<file path="config.mk">
export PLATFORM = sky130hd
export DESIGN_NAME = qr_col_div_sched
export DESIGN_NICKNAME = d
export VERILOG_FILES = /design/src/rtl/qr_col_div_sched.sv
export SDC_FILE = /design/constraint.sdc
export NUM_CORES = 1
export LEC_CHECK = 0
export BUFFER_PORTS_ARGS = -buffer_cell sky130_fd_sc_hd__buf_2
export CAP_MARGIN = 30
export CORE_AREA = 10 10 396 398
export CTS_CLUSTER_DIAMETER = 200
export DETAILED_ROUTE_END_ITERATION = 12
export DIE_AREA = 0 0 406 408
export HOLD_SLACK_MARGIN = 0.05
export PLACE_DENSITY = 0.35
export RECOVER_POWER = 50
export SKIP_LAST_GASP = 1
export SYNTH_ARGS = -nofsm -noshare
export SYNTH_HDL_FRONTEND = slang
export SYNTH_SLANG_ARGS = --single-unit
export TNS_END_PERCENT = 20
</file>
<file path="constraint.sdc">
create_clock -name i_clk -period 20.9 [get_ports i_clk]
set_input_delay 4.18 -clock i_clk [delete_from_list [all_inputs] [get_ports i_clk]]
set_output_delay 4.18 -clock i_clk [all_outputs]
set_load 0.01 [all_outputs]
</file>
<file path="src/rtl/qr_col_div_sched.sv">
// Column scheduler for QR normalisation (e = h / Rii).
// Walks the columns of one matrix in order: fetch column, obtain Rii from the
// norm unit, run the divider bank with stable operands, emit the result.
// A zero Rii or a divider that never answers yields e = 0 and a sticky error.
module qr_col_div_sched #(
  parameter int NUM_COL   = 4,
  parameter int DIV_LAT   = 2,
  parameter int TO_MARGIN = 2,
  localparam int IW       = (NUM_COL > 1) ? $clog2(NUM_COL) : 1
) (
  input  logic          i_clk,
  input  logic          i_rst,
  input  logic          i_start,
  output logic          o_col_rd,
  output logic [IW-1:0] o_col_idx,
  input  logic [191:0]  i_col_data,
  output logic          o_norm_req,
  output logic [191:0]  o_norm_col,
  input  logic          i_norm_valid,
  input  logic [19:0]   i_norm_rii,
  output logic          o_div_en,
  output logic [191:0]  o_div_h,
  output logic [19:0]   o_div_rii,
  input  logic [191:0]  i_e,
  input  logic          i_e_valid,
  output logic          o_e_valid,
  output logic [191:0]  o_e,
  output logic [IW-1:0] o_e_idx,
  output logic [19:0]   o_rii,
  output logic          o_busy,
  output logic          o_done,
  output logic [1:0]    o_err
);

  // Divider wait limit; the counter reads 1 on the first enable cycle.
  localparam int TO = DIV_LAT + TO_MARGIN;
  localparam int CW = $clog2(TO + 1);

  typedef enum logic [2:0] {
    S_IDLE, S_RD, S_CAP, S_NORM, S_DIV, S_OUT, S_DONE
  } state_t;

  state_t          r_state;
  state_t          w_next;
  logic [IW-1:0]   r_cnt;
  logic [CW-1:0]   r_wait;
  logic [191:0]    r_col;
  logic [19:0]     r_rii;
  logic [191:0]    r_e;
  logic [1:0]      r_err;
  logic            w_last_col;
  logic            w_timeout;

  assign w_last_col = (r_cnt == IW'(NUM_COL - 1));
  assign w_timeout  = (r_wait == CW'(TO));

  // State register.
  // NOTE: all clocked state uses non-blocking assignments so every flop
  // samples the pre-edge values, independent of block ordering.
  always_ff @(posedge i_clk or posedge i_rst) begin
    if (i_rst) r_state <= S_IDLE;
    else       r_state <= w_next;
  end

  // Next-state logic.
  // NOTE: w_next gets its default before the case so no path leaves it
  // unassigned, which would otherwise infer a latch.
  always_comb begin
    w_next = r_state;
    case (r_state)
      S_IDLE: if (i_start) w_next = S_RD;
      S_RD:   w_next = S_CAP;
      S_CAP:  w_next = S_NORM;
      S_NORM: if (i_norm_valid) w_next = (i_norm_rii == '0) ? S_OUT : S_DIV;
      S_DIV:  if (i_e_valid || w_timeout) w_next = S_OUT;
      S_OUT:  w_next = w_last_col ? S_DONE : S_RD;
      S_DONE: w_next = S_IDLE;
      default: w_next = S_IDLE;
    endcase
  end

  // Datapath: column counter, operand/result registers, wait counter, errors.
  // NOTE: the wide data registers are reset as well, because every output
  // they drive must read 0 during reset.
  always_ff @(posedge i_clk or posedge i_rst) begin
    if (i_rst) begin
      r_cnt  <= '0;
      r_wait <= '0;
      r_col  <= '0;
      r_rii  <= '0;
      r_e    <= '0;
      r_err  <= '0;
    end else begin
      case (r_state)
        S_IDLE: begin
          if (i_start) begin
            r_err <= '0;
            r_cnt <= '0;
          end
        end
        S_CAP: r_col <= i_col_data;
        S_NORM: begin
          r_wait <= CW'(1);
          if (i_norm_valid) begin
            r_rii <= i_norm_rii;
            if (i_norm_rii == '0) begin
              r_err[0] <= 1'b1;
              r_e      <= '0;
            end
          end
        end
        S_DIV: begin
          r_wait <= r_wait + CW'(1);
          // A result on the timeout cycle still counts as success.
          if (i_e_valid) begin
            r_e <= i_e;
          end else if (w_timeout) begin
            r_err[1] <= 1'b1;
            r_e      <= '0;
          end
        end
        S_OUT: if (!w_last_col) r_cnt <= r_cnt + IW'(1);
        default: ;
      endcase
    end
  end

  // Strobes decode straight from the state flops: no input-to-output path.
  assign o_col_rd   = (r_state == S_RD);
  assign o_norm_req = (r_state == S_NORM);
  assign o_div_en   = (r_state == S_DIV);
  assign o_e_valid  = (r_state == S_OUT);
  assign o_done     = (r_state == S_DONE);
  assign o_busy     = (r_state != S_IDLE) && (r_state != S_DONE);

  assign o_col_idx  = r_cnt;
  assign o_norm_col = r_col;
  assign o_div_h    = r_col;
  assign o_div_rii  = r_rii;
  assign o_e        = r_e;
  assign o_e_idx    = r_cnt;
  assign o_rii      = r_rii;
  assign o_err      = r_err;

endmodule

</file>
After elaboration in Yosys (flattened, before gate mapping)
Cells that the tools add are included.
{"block": "totals", "reg_bits": 414, "out_inout_bits": 628, "wordCells": 63}
{"block": "classes", "addsub": 2, "n_eq_ne": 17, "mux": 21, "reduce_logical": 15}
{"cell": "192-bit two-way mux", "count": 4}
{"cell": "192-bit one-hot mux with 2 select lines", "count": 1}
{"cell": "20-bit zero test", "count": 1}
{"cell": "3-bit one-hot mux with 6 select lines", "count": 1}
{"cell": "3-bit equality test, second input constant", "count": 4}
{"cell": "3-bit two-way mux", "count": 4}
{"cell": "4-bit AND reduction", "count": 3}
{"cell": "2-bit by 1-bit inequality test with 1-bit output, second input constant", "count": 4}
{"cell": "2-bit nonzero test", "count": 4}
{"cell": "3-bit by 2-bit equality test with 1-bit output, second input constant", "count": 2}
{"cell": "2-bit inequality test, second input constant", "count": 3}
{"cell": "3-bit one-hot mux with 2 select lines", "count": 1}
{"cell": "3-bit AND reduction", "count": 2}
{"cell": "1-bit two-way mux", "count": 5}
{"cell": "2-bit two-way mux", "count": 2}
{"cell": "1-bit one-hot mux with 2 select lines", "count": 2}
{"cell": "2-bit one-hot mux with 2 select lines", "count": 1}
{"cell": "3-bit by 1-bit adder with 3-bit output, second input constant", "count": 1}
{"cell": "3-bit by 1-bit equality test with 1-bit output, second input constant", "count": 1}
{"cell": "3-bit zero test", "count": 1}
{"cell": "3-bit by 1-bit inequality test with 1-bit output, second input constant", "count": 1}
{"cell": "3-bit inequality test, second input constant", "count": 1}
{"cell": "3-bit nonzero test", "count": 1}
{"cell": "2-bit by 1-bit adder with 2-bit output, second input constant", "count": 1}
{"cell": "other kinds (4)", "count": 4}

Depth between registers and ports, before layout
Gate-level depths: netlist of run 1.
{"block": "depth", "depth_word": 4, "mapped_depth": 8}

Worst setup path before layout of run 1
Ideal clock, no wire load.
{"block": "synth_timing", "path_type": "input to register", "from": "input i_norm_rii[15]", "to": "register r_e[100], in the netlist o_e[100]", "arrival_time_ns": 5.336, "required_ns": 20.768, "slack_ns": 15.432, "stages": 6, "cell_sequence": "nor4_1 nand3_1 nor2_1 clkbuf_1 clkbuf_1 o21ai_1"}
{"block": "synth_between", "elab_chain_cells": 3}
{"element": "start: declaration", "line": "20", "rtl": "input logic [19:0] i_norm_rii,"}
{"element": "20-bit zero test", "line": "106", "rtl": "if (i_norm_rii == '0) begin"}
{"element": "2-bit by 1-bit inequality test with 1-bit output (no line)"}
{"element": "4-bit AND reduction (no line)"}
{"element": "end signal: assignment", "line": "116", "rtl": "r_e <= i_e;"}
{"element": "end: declaration", "line": "49", "rtl": "logic [191:0] r_e;"}
Every way passes these cells.
A chain may end at the register's enable or synchronous reset.

==> out/metrics.yaml, run 1 <==
num_io_pins: 1037
tritoncts: "done"
synth.area.top_cells: "dfrtp_1 53%, mux2_2 12%, a22oi_2 11%, buf_4 8.2%, o21ai_1 4.6%"
clk_pin_slew_ps: 50
power.density_mw_per_mm2: 185
ant_nets: 0
synth_top_area_share_pct: 52.6
tightest_slew_ps: 4920
synth.distinct_cells: 37
coreArea_sq_mm: 0.149
grt_max_degree: 104
vias: 15400
ys_ff_latch: 414
reg2reg_from: "r_state[0]$_DFFE_PP0P_"
num-nets-final: 2791
place_congestion: 0.838
worst_path_max_delay_cell: "clkinvlp_2"
multi_input_area_sq_mm: 0.00678
fin_tns_setup_ps: 0
whs_ps: 500
min_period_ps: 10430
regArea_sq_mm: 0.0104
crit_fanout: 103
fill_cells: 16800
clock_sink_count: 414
cp-start-kind: "primary input"
crit_top_cell: "buf_4"
post-route-util_pct: 17.7
grt_overflow: 0
synth_edf_count: 0
violations: "capacitance limit, slew limit"
final-setup-viol-count: 0
period_share_pct: 49.9
clock_path_buffers: 3
ys_warn_count: 0
min_from: "r_wait[2]$_DFFE_PP0P_"
initial_core_util_pct: 13.2
grt_pass1_vias: 16200
avgRoutedWirePerCell_um: 24.5
antenna_found_initial: 38
ys.flop_type: "dfrtp_1"
timing.fmax_mhz: 95.9
drc: 0
rsz0062_at_grt: "false"
maxCapViolations: 5
firstDrtPassIters: 4
synth-seq-area-share_pct: 52.6
drtIter0Drc: 820
ir_drop_uv: 76.9
netlist_area_sq_mm: 0.0197
drive_above_1_share_pct: 52.2
post_cts_buffers: 0
avgSynthCellArea_sq_um: 12.4
grt_usage_pct: 12.3
synth_top_area_cell: "dfrtp_1"
synth_fp_nets: 1999
via_per_inst: 3.54
setup_ws_ps: 10470
crit_arrival_ps: 11080
crit_start: "i_rst"
final_hold_viol_count: 0
finalMaxSlewViolations: 324
worst_skew_pair.late_latency_ps: 640
cp-end-kind: "asynchronous set/reset pin"
required_ps: 21550
slew_headroom_pct: -230
io_buffers: 1036
cts-resized-gates: 0
outcome: "complete, but fails checks"
critPathKind: "in2async"
r2r_slack_ps: 16020
dieArea_sq_mm: 0.166
crit_chain: "buf_2 -> clkinvlp_2 -> clkbuf_1 -> buf_4 -> buf_4"
areaGrowthSynthToFinish_pct: 34.1
ctsHoldBuffers: 0
cts_buffers: 54
totalWireLength_mm: 107
cts_root_buffer: "clkbuf_16"
dp_slack_ps: 13350
die_w_um: 406
hold_path_class: "reg2reg"
power_mw: 4.89
row_count: 142
syn_inst: 1587
synthArstFlopShare_pct: 100
dpl.hpwl_mm: 86.2
grt_pass1_wl_mm: 145
fin_worst_skew_ps: 22.6
cts_htree_levels: 2
die_h_um: 408
leakagePower_nw: 11.3
slowest_delay_ps: 2710
[worst paths after layout]
check | end | depth (start not counted)
worst min register to register | r_wait[2]$_DFFE_PP0P_ | 1
worst min-delay path | r_wait[2]$_DFFE_PP0P_ | 1
worst max-delay path | o_e[75]$_DFFE_PP0P_ | 5
min in group asynchronous | o_div_h[182]$_DFFE_PP0P_ | 2
max in group i_clk | o_e[172]$_DFFE_PP0P_ | 9
worst max register to register | o_e[173]$_DFFE_PP0P_ | 5
[layout by cell type (no fill, tap or decap), types with 5 or more instances in the layout]
| cell type | instances |
|---|---|
| buf_2 | 762 |
| a22oi_2 | 180 |
| nor2_1 | 6 |
| clkinv_2 | 7 |
| clkbuf_8 | 11 |
| nand2_1 | 199 |
| nor4_1 | 5 |
| clkbuf_16 | 54 |
| buf_4 | 18 |
| o21ai_0 | 14 |
| dfrtp_1 | 414 |
| mux2_2 | 214 |
| clkbuf_1 | 295 |
| diode_2 | 6 |
| o21ai_1 | 180 |
| a22oi_1 | 12 |
| inv_1 | 5 |
[stage by stage]
stage | cell area [sq um] | std cells
after CTS | 26700 | 4359
after global placement | 25000 | 4265
final | 26400 | 4367
after global routing | 26400 | 4361
after floorplan | 19700 | 1587
after detailed placement | 25000 | 4265
[state kept, by name, indices dropped and copies added, names as in the netlist]
signal,cells
o_div_h,192
o_e,192
o_div_rii,20
r_state,3
r_wait,3
o_col_idx,2
o_err,2
[cells by family after synthesis]
logic type               count (synthesis)  synth area share [%]
flip-flops                             414                  52.6
AO/OA/AOI/OAI                          396                  17.2
buffers and inverters                  332                  13.0
AND/OR/NAND/NOR                        227                  4.64
multiplexers                           215                  12.3
adder cells (fa/ha/maj)                  3                 0.191
[critical path, delay by kind of cell]
family                 cells  cell delay, ps
buffers and inverters      5            6610
[layer usage]
metal  up-vias  track usage [%]  part of all wire, %
li1       6975                -                    -
met1      7706             15.2                   42
met2       591             20.2                   48
met3       126             4.70                  8.4
met4        46             2.40                  1.7
met5         -                0                 0.30
[layout make-up]
cell class,count,area share (%)
Antenna cell,6,0.0569
Clock buffer,81,5.92
Clock inverter,13,0.640
Inverter,7,0.109
Multi-Input combinational cell,841,25.7
Sequential cell,414,39.2
Tap cell,1944,9.22
Timing Repair Buffer,1061,19.1
[cells in the mapped netlist (3+ instances only)]
cell type and instances:
a21oi_1 3, a22oi_1 12, a22oi_2 180, buf_12 20, buf_2 27, buf_4 215
buf_6 20, clkbuf_1 43, dfrtp_1 414, ha_1 3, inv_1 6, mux2_2 214
nand2_1 199, nand2b_1 3, nor2_1 8, nor3_1 3, nor4_1 5, o21ai_0 14
o21ai_1 180
[where the power goes]
group | total [mW] | internal, mW | switching [mW]
combinational | 2.32 | 0.935 | 1.38
clock | 0.927 | 0.539 | 0.388
sequential | 1.65 | 1.23 | 0.423
Note: power is estimated with default switching activity, not from simulation.
==> run 2: changes to the inputs <==
clock period = 10.55 ns   (was 20.9 ns; I/O delays follow)
==> run 2 against run 1 <==
  * The run still ends with capacitance limit, slew limit left
  * Total power rose by 99%
  * Non-clock buffer count shrank 7
  * Register-to-register slack got worse by 11000 ps
  * Clock skew barely moved
  * Setup slack got worse by 5300 ps
  * Hold slack lost 1.4 ps
  * Global-route usage fell by 0.96 points
  * Count of clock-buffer cells in the layout is the same
  * Die area unchanged
  * Critical path type is now reg2reg
  * Highest routed layer unchanged
==> out/metrics.yaml, run 2 (synthesis results as in run 1) <==
outcome: "complete, but fails checks"
violations: "capacitance limit, slew limit"
slew_headroom_pct: -90.0
ir_drop_uv: 195
die_w_um: 406
grt_pass1_vias: 16000
cts_htree_levels: 2
multi_input_area_sq_mm: 0.00677
cp-end-kind: "flip-flop"
layoutNonFillerInstCount: 4373
min_period_ps: 5430
grt.met1_usage_pct: 13.7
row_count: 142
io_buffers: 1036
timing.fmax_mhz: 184
post_cts_buffers: 0
critPathKind: "reg2reg"
grt_usage_pct: 11.3
period_share_pct: 51.5
grt_overflow: 0
grtUsageMet3_pct: 4.49
vias: 15400
worst_skew_pair.late_latency_ps: 650
fill_cells: 16700
hold_path_class: "reg2reg"
dieArea_sq_mm: 0.166
power.density_mw_per_mm2: 367
num_io_pins: 1037
required_ps: 11050
drtIter0Drc: 834
avgRoutedWirePerCell_um: 22.8
cts_buffers: 55
totalWireLength_mm: 99.6
rsz0062_at_grt: "false"
min_path_cells: 2
final-setup-viol-count: 0
cts-resized-gates: 0
cp-start-kind: "flip-flop"
drive_above_1_share_pct: 50.4
place_congestion: 0.815
tritoncts: "done"
dp_cells: 4260
crit_arrival_ps: 5930
final_common_cell: "buf_2"
fin_tns_setup_ps: 0
initial_core_util_pct: 13.2
ant_nets: 0
tightest_slew_ps: 2850
dpl.hpwl_mm: 77.6
r2r_cells: 5
leakagePower_nw: 11.3
num-nets-final: 2785
grt_max_degree: 132
ctsHoldBuffers: 0
clock_sink_count: 414
coreArea_sq_mm: 0.149
antenna_found_initial: 41
crit_fanout: 44
clk_pin_slew_ps: 60
regArea_sq_mm: 0.0104
drc: 0
final_hold_viol_count: 0
final_cell_mix: "710 x buf_2, 414 x dfrtp_1, 337 x clkbuf_1"
finalMaxSlewViolations: 96
firstDrtPassIters: 5
use_met2_pct: 18.4
via_per_inst: 3.52
areaGrowthSynthToFinish_pct: 35.0
clock_path_buffers: 3
cts_root_buffer: "clkbuf_16"
grt_pass1_wl_mm: 136
gr-max-usage-layer: "met2"
die_h_um: 408
maxCapViolations: 3
fin_worst_skew_ps: 22.3
==> run 2: cell count changes in the layout (fill, tap and decap cells not counted), sizes merged <==
cell and change:
bufinv +4, diode +4, clkbuf +51, clkinvlp +1, buf -58, clkinv +4
==> run 2: routing by layer <==
| layer | vias up | routed length (um) | part of all wire [%] |
|---|---|---|---|
| met4 | 44 | 2660 | 2.7 |
| met5 | - | 305 | 0.31 |
| met1 | 7530 | 40300 | 40 |
| met3 | 159 | 9270 | 9.3 |
| met2 | 642 | 47100 | 47 |
| li1 | 6998 | - | - |
==> run 2: through the flow <==
stage	setup WS (ps)	util (%)	instance area, sq um	hold slack [ps]	total power [mW]
6_report	5120	17.8	26600	499	9.75
5_1_grt	4590	17.8	26500	520	10.4
4_1_cts	6300	18.1	27000	506	10.1
3_5_place_dp	5580	16.8	25000	493	8.00
3_3_place_gp	5540	16.8	25000	495	7.99
2_1_floorplan	2860	-	19700	472	6.16
==> run 2: final timing paths <==
path | slack, ps | start | end
max reg2reg | 5120 | r_state[2]$_DFFE_PP0P_ | o_div_h[32]$_DFFE_PP0P_
min in group asynchronous | 1750 | i_rst | o_e[185]$_DFFE_PP0P_
min reg2reg | 500 | o_err[1]$_DFFE_PP0P_ | o_err[1]$_DFFE_PP0P_
max | 5120 | r_state[2]$_DFFE_PP0P_ | o_div_h[32]$_DFFE_PP0P_
max in group asynchronous | 5860 | i_rst | o_div_h[140]$_DFFE_PP0P_
min | 500 | o_err[1]$_DFFE_PP0P_ | o_err[1]$_DFFE_PP0P_
==> run 2: final cells by class <==
type,instances,share of cell area (%)
sequential,414,39.0
clock inverter,22,1.15
timing repair buffer,1054,18.7
antenna,10,0.0942
clock buffer,81,6.27
inverter,7,0.108
multi-input combinational,841,25.5
tap,1944,9.16
==> run 2: critical path, cell delays in order, from the launching register on <==
cell	delay [ps]
dfrtp_1	460
inv_1	170
nand2_1	100
nor2_1	1890
clkbuf_1	2070
mux2_2	480
==> run 2: power by group <==
part	internal [mW]	total, mW	switching [mW]
clock network	1.24	2.04	0.801
registers	2.43	3.25	0.823
logic	1.82	4.46	2.64
